**src/rtl/fidus_clock_cfg_ctrl.sv**
```systemverilog
// Round-robin owner of one fidus clock generator's period/phase/enable; every granted change
// runs gate -> apply -> settle -> ungate. Optional counters under FIDUS_CLOCK_CFG_CTRL_STATS_EN.
module fidus_clock_cfg_ctrl #(
  parameter int NUM_REQ       = 2,
  parameter int PERIOD_W      = 32,
  parameter int GATE_CYCLES   = 4,
  parameter int SETTLE_CYCLES = 8,
  parameter int RESET_PERIOD  = 10000,
  parameter bit RESET_CLK_EN  = 1'b1
) (
  input  logic                         i_clock,
  input  logic                         i_reset,
  input  logic [NUM_REQ-1:0]           i_req,
  input  logic [NUM_REQ*PERIOD_W-1:0]  i_req_period,
  input  logic [NUM_REQ*9-1:0]         i_req_phase,
  input  logic [NUM_REQ-1:0]           i_req_en,
  output logic [NUM_REQ-1:0]           o_gnt,
  output logic [NUM_REQ-1:0]           o_done,
  output logic                         o_err,
  output logic                         o_busy,
  output logic                         o_clk_en,
  output logic [PERIOD_W-1:0]          o_cfg_period,
  output logic [8:0]                   o_cfg_phase,
  output logic                         o_cfg_valid
`ifdef FIDUS_CLOCK_CFG_CTRL_STATS_EN
  ,
  output logic [15:0]                  o_cfg_count,
  output logic [15:0]                  o_err_count
`endif
);

  localparam int MAX_CYC = (GATE_CYCLES > SETTLE_CYCLES) ? GATE_CYCLES : SETTLE_CYCLES;
  localparam int CNT_W   = $clog2(MAX_CYC + 1);
  localparam int PTR_W   = (NUM_REQ > 1) ? $clog2(NUM_REQ) : 1;

  typedef enum logic [2:0] {
    S_IDLE, S_GATE, S_APPLY, S_SETTLE, S_DONE, S_REJECT
  } state_t;

  state_t               r_state, w_next;
  logic [CNT_W-1:0]     r_cnt, w_cnt;
  logic [PTR_W-1:0]     r_ptr, w_ptr;
  logic [NUM_REQ-1:0]   r_gnt, w_gnt;
  logic [NUM_REQ-1:0]   r_done, w_done;
  logic                 r_err, w_err;
  logic                 r_busy;
  logic                 r_clk_en, w_clk_en;
  logic [PERIOD_W-1:0]  r_period, w_period;
  logic [8:0]           r_phase, w_phase;
  logic                 r_valid, w_valid;
  logic                 w_latch;

  logic [PERIOD_W-1:0]  r_lat_period;
  logic [8:0]           r_lat_phase;
  logic                 r_lat_en;

  logic                 w_any;
  logic [PTR_W-1:0]     w_win;
  logic [PTR_W-1:0]     w_idx;
  logic [PERIOD_W-1:0]  w_sel_period;
  logic [8:0]           w_sel_phase;
  logic                 w_sel_en;
  logic                 w_req_ok;

  // Round-robin search starting one past the last winner.
  always_comb begin
    w_any = 1'b0;
    w_win = r_ptr;
    w_idx = '0;
    for (int i = 1; i <= NUM_REQ; i++) begin
      w_idx = PTR_W'((int'(r_ptr) + i) % NUM_REQ);
      if (!w_any && i_req[w_idx]) begin
        w_any = 1'b1;
        w_win = w_idx;
      end
    end
  end

  always_comb begin
    w_sel_period = '0;
    w_sel_phase  = '0;
    w_sel_en     = 1'b0;
    for (int n = 0; n < NUM_REQ; n++) begin
      if (w_win == PTR_W'(n)) begin
        w_sel_period = i_req_period[n*PERIOD_W +: PERIOD_W];
        w_sel_phase  = i_req_phase[n*9 +: 9];
        w_sel_en     = i_req_en[n];
      end
    end
  end

  assign w_req_ok = (w_sel_period != '0) && (w_sel_phase <= 9'd359);

  always_comb begin
    w_next   = r_state;
    w_cnt    = r_cnt;
    w_ptr    = r_ptr;
    w_gnt    = r_gnt;
    w_done   = '0;
    w_err    = 1'b0;
    w_clk_en = r_clk_en;
    w_period = r_period;
    w_phase  = r_phase;
    w_valid  = 1'b0;
    w_latch  = 1'b0;
    unique case (r_state)
      S_IDLE: begin
        if (w_any) begin
          w_gnt        = '0;
          w_gnt[w_win] = 1'b1;
          w_ptr        = w_win;
          w_latch      = 1'b1;
          w_cnt        = CNT_W'(GATE_CYCLES - 1);
          w_next       = w_req_ok ? S_GATE : S_REJECT;
        end
      end
      S_GATE: begin
        w_clk_en = 1'b0;
        if (r_cnt == '0) w_next = S_APPLY;
        else             w_cnt  = r_cnt - CNT_W'(1);
      end
      S_APPLY: begin
        w_period = r_lat_period;
        w_phase  = r_lat_phase;
        w_valid  = 1'b1;
        w_cnt    = CNT_W'(SETTLE_CYCLES - 1);
        w_next   = S_SETTLE;
      end
      S_SETTLE: begin
        if (r_cnt == '0) w_next = S_DONE;
        else             w_cnt  = r_cnt - CNT_W'(1);
      end
      S_DONE: begin
        w_clk_en = r_lat_en;
        w_done   = r_gnt;
        w_gnt    = '0;
        w_next   = S_IDLE;
      end
      S_REJECT: begin
        w_done = r_gnt;
        w_err  = 1'b1;
        w_gnt  = '0;
        w_next = S_IDLE;
      end
      default: w_next = S_IDLE;
    endcase
  end

  always_ff @(posedge i_clock or posedge i_reset) begin
    if (i_reset) begin
      r_state  <= S_IDLE;
      r_cnt    <= '0;
      r_ptr    <= PTR_W'(NUM_REQ - 1);
      r_gnt    <= '0;
      r_done   <= '0;
      r_err    <= 1'b0;
      r_busy   <= 1'b0;
      r_clk_en <= RESET_CLK_EN;
      r_period <= PERIOD_W'(RESET_PERIOD);
      r_phase  <= '0;
      r_valid  <= 1'b0;
    end else begin
      r_state  <= w_next;
      r_cnt    <= w_cnt;
      r_ptr    <= w_ptr;
      r_gnt    <= w_gnt;
      r_done   <= w_done;
      r_err    <= w_err;
      r_busy   <= (w_next != S_IDLE);
      r_clk_en <= w_clk_en;
      r_period <= w_period;
      r_phase  <= w_phase;
      r_valid  <= w_valid;
    end
  end

  // Request data is captured once at grant; later input changes are ignored.
  always_ff @(posedge i_clock) begin
    if (w_latch) begin
      r_lat_period <= w_sel_period;
      r_lat_phase  <= w_sel_phase;
      r_lat_en     <= w_sel_en;
    end
  end

  assign o_gnt        = r_gnt;
  assign o_done       = r_done;
  assign o_err        = r_err;
  assign o_busy       = r_busy;
  assign o_clk_en     = r_clk_en;
  assign o_cfg_period = r_period;
  assign o_cfg_phase  = r_phase;
  assign o_cfg_valid  = r_valid;

`ifdef FIDUS_CLOCK_CFG_CTRL_STATS_EN
  logic [15:0] r_cfg_count;
  logic [15:0] r_err_count;

  always_ff @(posedge i_clock or posedge i_reset) begin
    if (i_reset) begin
      r_cfg_count <= '0;
      r_err_count <= '0;
    end else begin
      if (r_state == S_APPLY && r_cfg_count != 16'hFFFF) r_cfg_count <= r_cfg_count + 16'd1;
      if (r_state == S_REJECT && r_err_count != 16'hFFFF) r_err_count <= r_err_count + 16'd1;
    end
  end

  assign o_cfg_count = r_cfg_count;
  assign o_err_count = r_err_count;
`endif

endmodule

```
**config.mk**
```make
export PLATFORM = sky130hd
export DESIGN_NAME = fidus_clock_cfg_ctrl
export DESIGN_NICKNAME = d
export VERILOG_FILES = /design/src/rtl/fidus_clock_cfg_ctrl.sv
export SDC_FILE = /design/constraint.sdc
export NUM_CORES = 1
export LEC_CHECK = 0
export BUFFER_PORTS_ARGS = -buffer_cell sky130_fd_sc_hd__buf_4
export CAP_MARGIN = 10
export CORE_MARGIN = 1
export CORE_UTILIZATION = 54
export CTS_BUF_LIST = sky130_fd_sc_hd__clkbuf_4 sky130_fd_sc_hd__clkbuf_8
export DETAILED_ROUTE_END_ITERATION = 16
export MAX_ROUTING_LAYER = met4
export PLACE_DENSITY_LB_ADDON = 0.1
export SLEW_MARGIN = 20
export SYNTH_ARGS = -nofsm -noshare
export SYNTH_HDL_FRONTEND = slang
export SYNTH_SLANG_ARGS = --single-unit
```
**constraint.sdc**
```tcl
create_clock -name i_clock -period 5.62 [get_ports i_clock]
set_input_delay 0.562 -clock i_clock [delete_from_list [all_inputs] [get_ports i_clock]]
set_output_delay 0.562 -clock i_clock [all_outputs]
set_load 0.005 [all_outputs]
```
Word level (Yosys, flattened, before mapping)
Index checks and enable logic that the tools add are counted.
Operators by class
  add/sub/neg operators: 3
  order comparisons: 5
  eq/ne operators: 7
  muxes and demuxes: 29
  reductions and logical operators: 16
Operator list (number)
  32-bit 2-to-1 mux: 1
  32-bit nonzero test: 1
  1-bit 2-to-1 mux: 14
  3-bit 2-to-1 mux: 4
  3-bit one-hot mux with 4 select lines: 1
  4-bit one-hot mux with 3 select lines: 1
  9-bit <= comparator (second input constant): 1
  9-bit 2-to-1 mux: 1
  4-bit 2-to-1 mux: 2
  3-bit by 2-bit == test with 1-bit output (second input constant): 2
  3-bit == test (second input constant): 2
  1-bit by 2-bit < comparator with 1-bit output (second input constant): 3
  3-bit nonzero test: 2
  4-bit logical NOT: 1
  2-bit 2-to-1 mux: 2
  2-bit != test (second input constant): 2
  2-bit one-hot mux with 2 select lines: 1
  2-bit AND reduction: 2
  2-bit nonzero test: 2
  2-bit OR reduction: 2
  4-bit by 1-bit subtractor with 4-bit output (second input constant): 1
  3-bit by 1-bit == test with 1-bit output (second input constant): 1
  1-bit logical AND: 3
  3-bit logical NOT: 1
  other kinds (6): 7
Storage, ports and cells
  register bits after elaboration: 99
  input bits: 88
  output and inout bits: 49

Depth between registers and ports, before layout
  depth in word-level cells: 14
  gate-level depth with buffers: 6

Least setup slack after synthesis
Ideal clock, no wire load.
  path type: in2reg
  from: input port i_req[0]
  to: register r_state[2]
  library setup time: 0.079 ns
  data arrival time: 2.760 ns
  data required time: 5.541 ns
  path slack: 2.781 ns
  cell stages on the path: 5
  path buffers: 0
  cells stage by stage: nor2_1 > nor4_4 > nand2_2 > or3_1 > nand4_1
On the way
  word-level cells in the longest chain between the ends: 12
  elaborated cells on any way between the ends: 18
  classes of those cells: order compare: 1; mux: 13; reduce/logical: 4
RTL lines
  start, declared: RTL line 13  | input logic [NUM_REQ-1:0] i_req,
  1-bit 2-to-1 mux (implied by the code) (2 in series): RTL line 72  | if (!w_any && i_req[w_idx]) begin
  1-bit 2-to-1 mux: RTL line 72
  1-bit logical NOT: RTL line 72
  1-bit logical AND: RTL line 72
  1-bit 2-to-1 mux: RTL line 72
  9-bit 2-to-1 mux or 32-bit 2-to-1 mux (tied branches): RTL line 84  | if (w_win == PTR_W'(n)) begin
  9-bit <= comparator or 32-bit nonzero test (tied branches): RTL line 92  | assign w_req_ok = (w_sel_period != '0) && (w_sel_phase <= 9'd359);
  1-bit logical AND: RTL line 92
  3-bit 2-to-1 mux: RTL line 114  | w_next = w_req_ok ? S_GATE : S_REJECT;
  3-bit 2-to-1 mux (*): RTL line 108  | if (w_any) begin
  3-bit one-hot mux with 4 select lines (*): RTL line 106  | unique case (r_state)
  via w_next[2]: RTL line 40  | state_t r_state, w_next;
  end signal, assigned: RTL line 163  | r_state <= w_next;
  end, declared: RTL line 40
Mark *: on every way through the listed nets, which the timed path passes. The rest lies on a longest branch. The select of a mux whose other input is x is not followed.
A chain may end at the register's enable or synchronous reset.

Final worst setup path
  from: register r_ptr
  to: register r_state[2]
On the way
  word-level cells in the longest chain between the ends: 13
  elaborated cells on any way between the ends: 20
  classes of those cells: add/sub: 2; order compare: 1; mux: 13; reduce/logical: 4
RTL lines
  start, declared: RTL line 42  | logic [PTR_W-1:0] r_ptr, w_ptr;
  start signal, assigned: RTL line 153  | r_ptr <= PTR_W'(NUM_REQ - 1);
  start signal, assigned: RTL line 165  | r_ptr <= w_ptr;
  1-bit adder: RTL line 71  | w_idx = PTR_W'((int'(r_ptr) + i) % NUM_REQ);
  1-bit 2-to-1 mux (implied by the code) (2 in series): RTL line 72
  1-bit 2-to-1 mux: RTL line 72
  1-bit logical NOT: RTL line 72
  1-bit logical AND: RTL line 72
  1-bit 2-to-1 mux: RTL line 72
  9-bit 2-to-1 mux or 32-bit 2-to-1 mux (tied branches): RTL line 84
  9-bit <= comparator or 32-bit nonzero test (tied branches): RTL line 92
  1-bit logical AND: RTL line 92
  3-bit 2-to-1 mux: RTL line 114
  3-bit 2-to-1 mux (*): RTL line 108
  3-bit one-hot mux with 4 select lines (*): RTL line 106
  via w_next[2]: RTL line 40
Marked as above.

==> out/results.txt <==
The flow ran to the end, and the final reports show no timing, DRC or antenna violations. Clock-pin slew was measured on the worst setup and hold paths at 0.09 ns. In this run the number of H-tree levels came out at 3. The final layout contains routed wiring with a total length of 8830 um. Combinational cells account for 33.3% of the total power.

The switching power share of the total works out to 27.8%. Setup repair after global routing left no endpoint under its margin. The first routing iteration left 118 violations. The longest clock path from root to sink contains 2 buffers.

The root buffer cell chosen for the clock tree is sky130_fd_sc_hd__clkbuf_8. The analysis attributes to net switching a power of 0.670 mW. The top cell type by total area after synthesis is sky130_fd_sc_hd__edfxtp_1. Site row count: 31. The measured slew at the worst slew-check pin is 1.02 ns. The cell with the biggest individual delay on the critical path was sky130_fd_sc_hd__dfstp_2.

The signal on the critical path passes through mux2i_4, buf_4, nand2_2, or3_1, nand4_1. The critical path startpoint category was a register. Nature of the critical path endpoint: a register.

Post-CTS timing repair inserted 0 buffers for setup. The commonest cells after synthesis are sky130_fd_sc_hd__mux2_2, sky130_fd_sc_hd__dfrtp_1, sky130_fd_sc_hd__edfxtp_1, sky130_fd_sc_hd__nor4_1, sky130_fd_sc_hd__buf_2. The number of synthesized register bits was 99; the half-perimeter wire length after detailed placement was 6240 um.

The maximum frequency from static timing analysis was 487 MHz. The per-cell via count in the routed design is 5.45, and the via count of the first global-routing pass is 2,898. Setup violations remaining at the end of the flow were counted as 0. In this run the worst hold path is classified as primary input to async pin. The tools report the number of nets produced by synthesis as 359. In this run the tightest slew margin relative to its limit is 32.1%. Type of the worst setup path: register to register.

For the number of warnings issued by yosys, the log shows 0. The tools report the wire length of the first global-routing pass as 14,000 um. Yosys mapped the design onto 33 distinct sky130hd cell types.

Predominant post-synthesis flop cell: sky130_fd_sc_hd__dfrtp_1. For the design internal power, the log shows 1.74 mW. After detailed routing, the average wire length per cell comes to 17.2 um. Counting flops with a built-in enable in the synthesized netlist gives 42. After layout, the design draws a total of 2.41 mW.

Count of endpoints failing hold in the final timing report: 0. The cell with the most instances after synthesis is sky130_fd_sc_hd__mux2_2. In the synthesized netlist, the number of instances is 269.

For the antenna diode count, the log shows 0. In the post-synthesis netlist, the biggest area contributors are sky130_fd_sc_hd__edfxtp_1, sky130_fd_sc_hd__dfrtp_1, sky130_fd_sc_hd__mux2_2. For this design the static power due to leakage is 2.33 nW. The placement-stage cell area was 5300 um^2. The post-layout instance area is 5490 um^2, and the power density over the cells is 438 nW/um^2. For this design, the CTS-stage hold fixing added 0 buffers. In this run, the clock network consumes 18.7% of the power. For the worst setup path, the data required time is 5.91 ns. The clock drives 99 sinks.

TritonCTS built the clock tree. The die is 89.9 um tall. The via count is 2,803, and the number of maximum-capacitance constraint violations is 0. The clock insertion delay at the later pin of the skew report was 0.35 ns. In this run the remaining antenna-violating nets after routing total 0.

After global routing the overflow that remains totals 0. In the synthesized netlist the async set-or-reset flop fraction comes to 57.6%. For the final database, setup skew stands at 0.00733 ns. The total area inside the core boundary comes to 7370 um^2. From synthesis to final layout, the design area changed by 31.5%. The sequential cell fraction of total power is 48.0%, and the initial antenna violation count is 0. Cells with a size suffix above 1 make up 60.7% of the layout. The mapped netlist covers 4180 um^2. Maximum vdd ir drop: 0.178 mV.

The tools report the number of filler instances in the final layout as 504. After layout, the minimum clock period comes to 2.05 ns. After layout, the worst path uses 36.6% of the clock period. For this run, the slowest stage of the critical path takes 0.58 ns. The first TritonRoute pass finished after 4 iterations. The all-layer global routing usage was 23.1%; the post-cts gate resize count was 0.

In this run, CTS created clock tree buffers numbering 9. The count of nets after finishing was 500. The final max-slew violation count came out at 0.

Data arrives at the worst endpoint at 2.34 ns. Pin placement for this block handled 137 I/O pins. The floorplan die area is 8090 um^2. Remaining routing DRC violations: 0. For the placer congestion estimate, the log shows 0.813. The portion of the post-synthesis area used by sequential elements was 64.6%.

Port buffering added 136 buffers. The accumulated negative setup slack is 0 ns, and the portion of synthesized cell area occupied by the leading cell type is 30.2%. A synthesized cell averages 15.5 um^2.

The die boundary width is 89.9 um, and the highest fanout seen on the critical path is 45. Entering global routing, the biggest net connects 58 pins. The run gives 56.7% as the initial core utilization.
==> per-layer routing <==
metal / GRT usage [%] / vias to the layer above / part of all wire (%) / wire (um)
met2: 39.7 / 109 / 52 / 4600
met1: 27.4 / 1393 / 41 / 3630
met4: 8.87 / 0 / 1.9 / 170
met3: 3.81 / 14 / 4.9 / 435
met5: - / - / 0 / 0
li1: - / 1287 / - / -
==> cells by family (layout without fill, tap and decap cells) <==
logic type,count (synthesis),count (layout),synth area share [%]
AND/OR/NAND/NOR,48,48,7.28
flip-flops,99,99,64.6
XOR/XNOR,1,1,0.210
buffers and inverters,17,163,1.80
AO/OA/AOI/OAI,18,18,2.64
adder cells (fa/ha/maj),2,2,0.599
multiplexers,84,84,22.9
==> worst max-delay path: cells and delay by family, from the launching register on <==
family,cells,cell delay (ns)
and+or+nand+nor,3,0.67
buffers and inverters,1,0.49
muxes,1,0.23
DFF,1,0.58
==> through the flow <==
stage                     setup WS [ns]  cells  utilization (%)  hold WS (ns)
after floorplan                    2.78    269                -         0.454
after global placement             3.53    498             71.9         0.456
after detailed placement           3.46    498             71.9         0.462
after CTS                          3.54    514             74.6         0.443
after global routing               3.44    514             74.6         0.484
final                              3.57    514             74.6         0.394
==> registers in the layout, summed over array words and instances, names as in the netlist <==
name / count
r_cnt: 4
o_busy: 1
o_cfg_period: 32
o_cfg_valid: 1
o_err: 1
o_gnt: 2
o_clk_en: 1
r_lat_period: 32
r_ptr: 1
o_cfg_phase: 9
r_state: 3
o_done: 2
r_lat_en: 1
r_lat_phase: 9
==> power by group through the flow <==
stage	clock network, mW	logic (mW)	registers, mW
floorplan	0	0.412	1.16
global placement	0	0.788	1.16
detailed placement	0	0.811	1.17
CTS	0.453	0.814	1.16
global route	0.481	0.868	1.19
finish	0.450	0.803	1.16
==> cells in the final DEF, fill, tap and decap left out <==
master	Yosys	routed
sky130_fd_sc_hd__o21ai_0	8	8
sky130_fd_sc_hd__o211ai_1	1	1
sky130_fd_sc_hd__nand4_1	5	5
sky130_fd_sc_hd__nand3b_1	1	1
sky130_fd_sc_hd__a22o_1	1	1
sky130_fd_sc_hd__a21oi_1	3	3
sky130_fd_sc_hd__o21a_1	1	1
sky130_fd_sc_hd__and2b_1	1	1
sky130_fd_sc_hd__o211a_1	1	1
sky130_fd_sc_hd__nor4_4	1	1
sky130_fd_sc_hd__and2_1	4	3
sky130_fd_sc_hd__nand2_2	1	1
sky130_fd_sc_hd__a22oi_1	1	1
sky130_fd_sc_hd__nor4_1	16	16
sky130_fd_sc_hd__nor2_1	8	8
sky130_fd_sc_hd__or3_1	2	2
sky130_fd_sc_hd__inv_1	8	7
sky130_fd_sc_hd__clkbuf_8	0	9
sky130_fd_sc_hd__o31ai_1	1	1
sky130_fd_sc_hd__clkinv_2	0	2
sky130_fd_sc_hd__a31oi_1	1	1
sky130_fd_sc_hd__xnor2_1	1	1
sky130_fd_sc_hd__clkbuf_4	0	4
sky130_fd_sc_hd__dfrtp_1	50	50
sky130_fd_sc_hd__and2_2	0	1
sky130_fd_sc_hd__nand2b_1	2	2
sky130_fd_sc_hd__mux2_2	83	83
sky130_fd_sc_hd__edfxtp_1	42	42
sky130_fd_sc_hd__ha_1	2	2
sky130_fd_sc_hd__or4_1	2	2
sky130_fd_sc_hd__buf_4	0	139
sky130_fd_sc_hd__mux2i_4	1	1
sky130_fd_sc_hd__inv_2	0	1
sky130_fd_sc_hd__nand3_2	1	1
sky130_fd_sc_hd__nand3_1	1	1
sky130_fd_sc_hd__and4bb_2	1	1
sky130_fd_sc_hd__bufinv_16	0	1
sky130_fd_sc_hd__nand2_1	2	2
sky130_fd_sc_hd__dfstp_2	7	7
==> layout make-up <==
class | instances | area (um^2) | share of cell area (%)
Timing Repair Buffer | 139 | 1040 | 19.0
Inverter | 8 | 30.0 | 0.547
Multi-Input combinational cell | 153 | 1410 | 25.6
Clock inverter | 3 | 40.0 | 0.729
Clock buffer | 13 | 154 | 2.80
Tap cell | 99 | 124 | 2.25
Sequential cell | 99 | 2700 | 49.1
==> path summary, 6_finish.rpt <==
kind                                  startpoint          endpoint  slack (ns)  cells after the start
worst max-delay path                       r_ptr        r_state[2]        3.57                      5
worst min-delay path                     i_reset  o_cfg_period[18]        0.39                      3
worst max register to register             r_ptr        r_state[2]        3.57                      5
worst min register to register  r_lat_period[10]  o_cfg_period[10]        0.48                      1
max in group asynchronous                i_reset  o_cfg_period[26]        4.72                      3
min in group i_clock            r_lat_period[10]  o_cfg_period[10]        0.48                      1
Note: power is estimated with default switching activity, not from simulation.
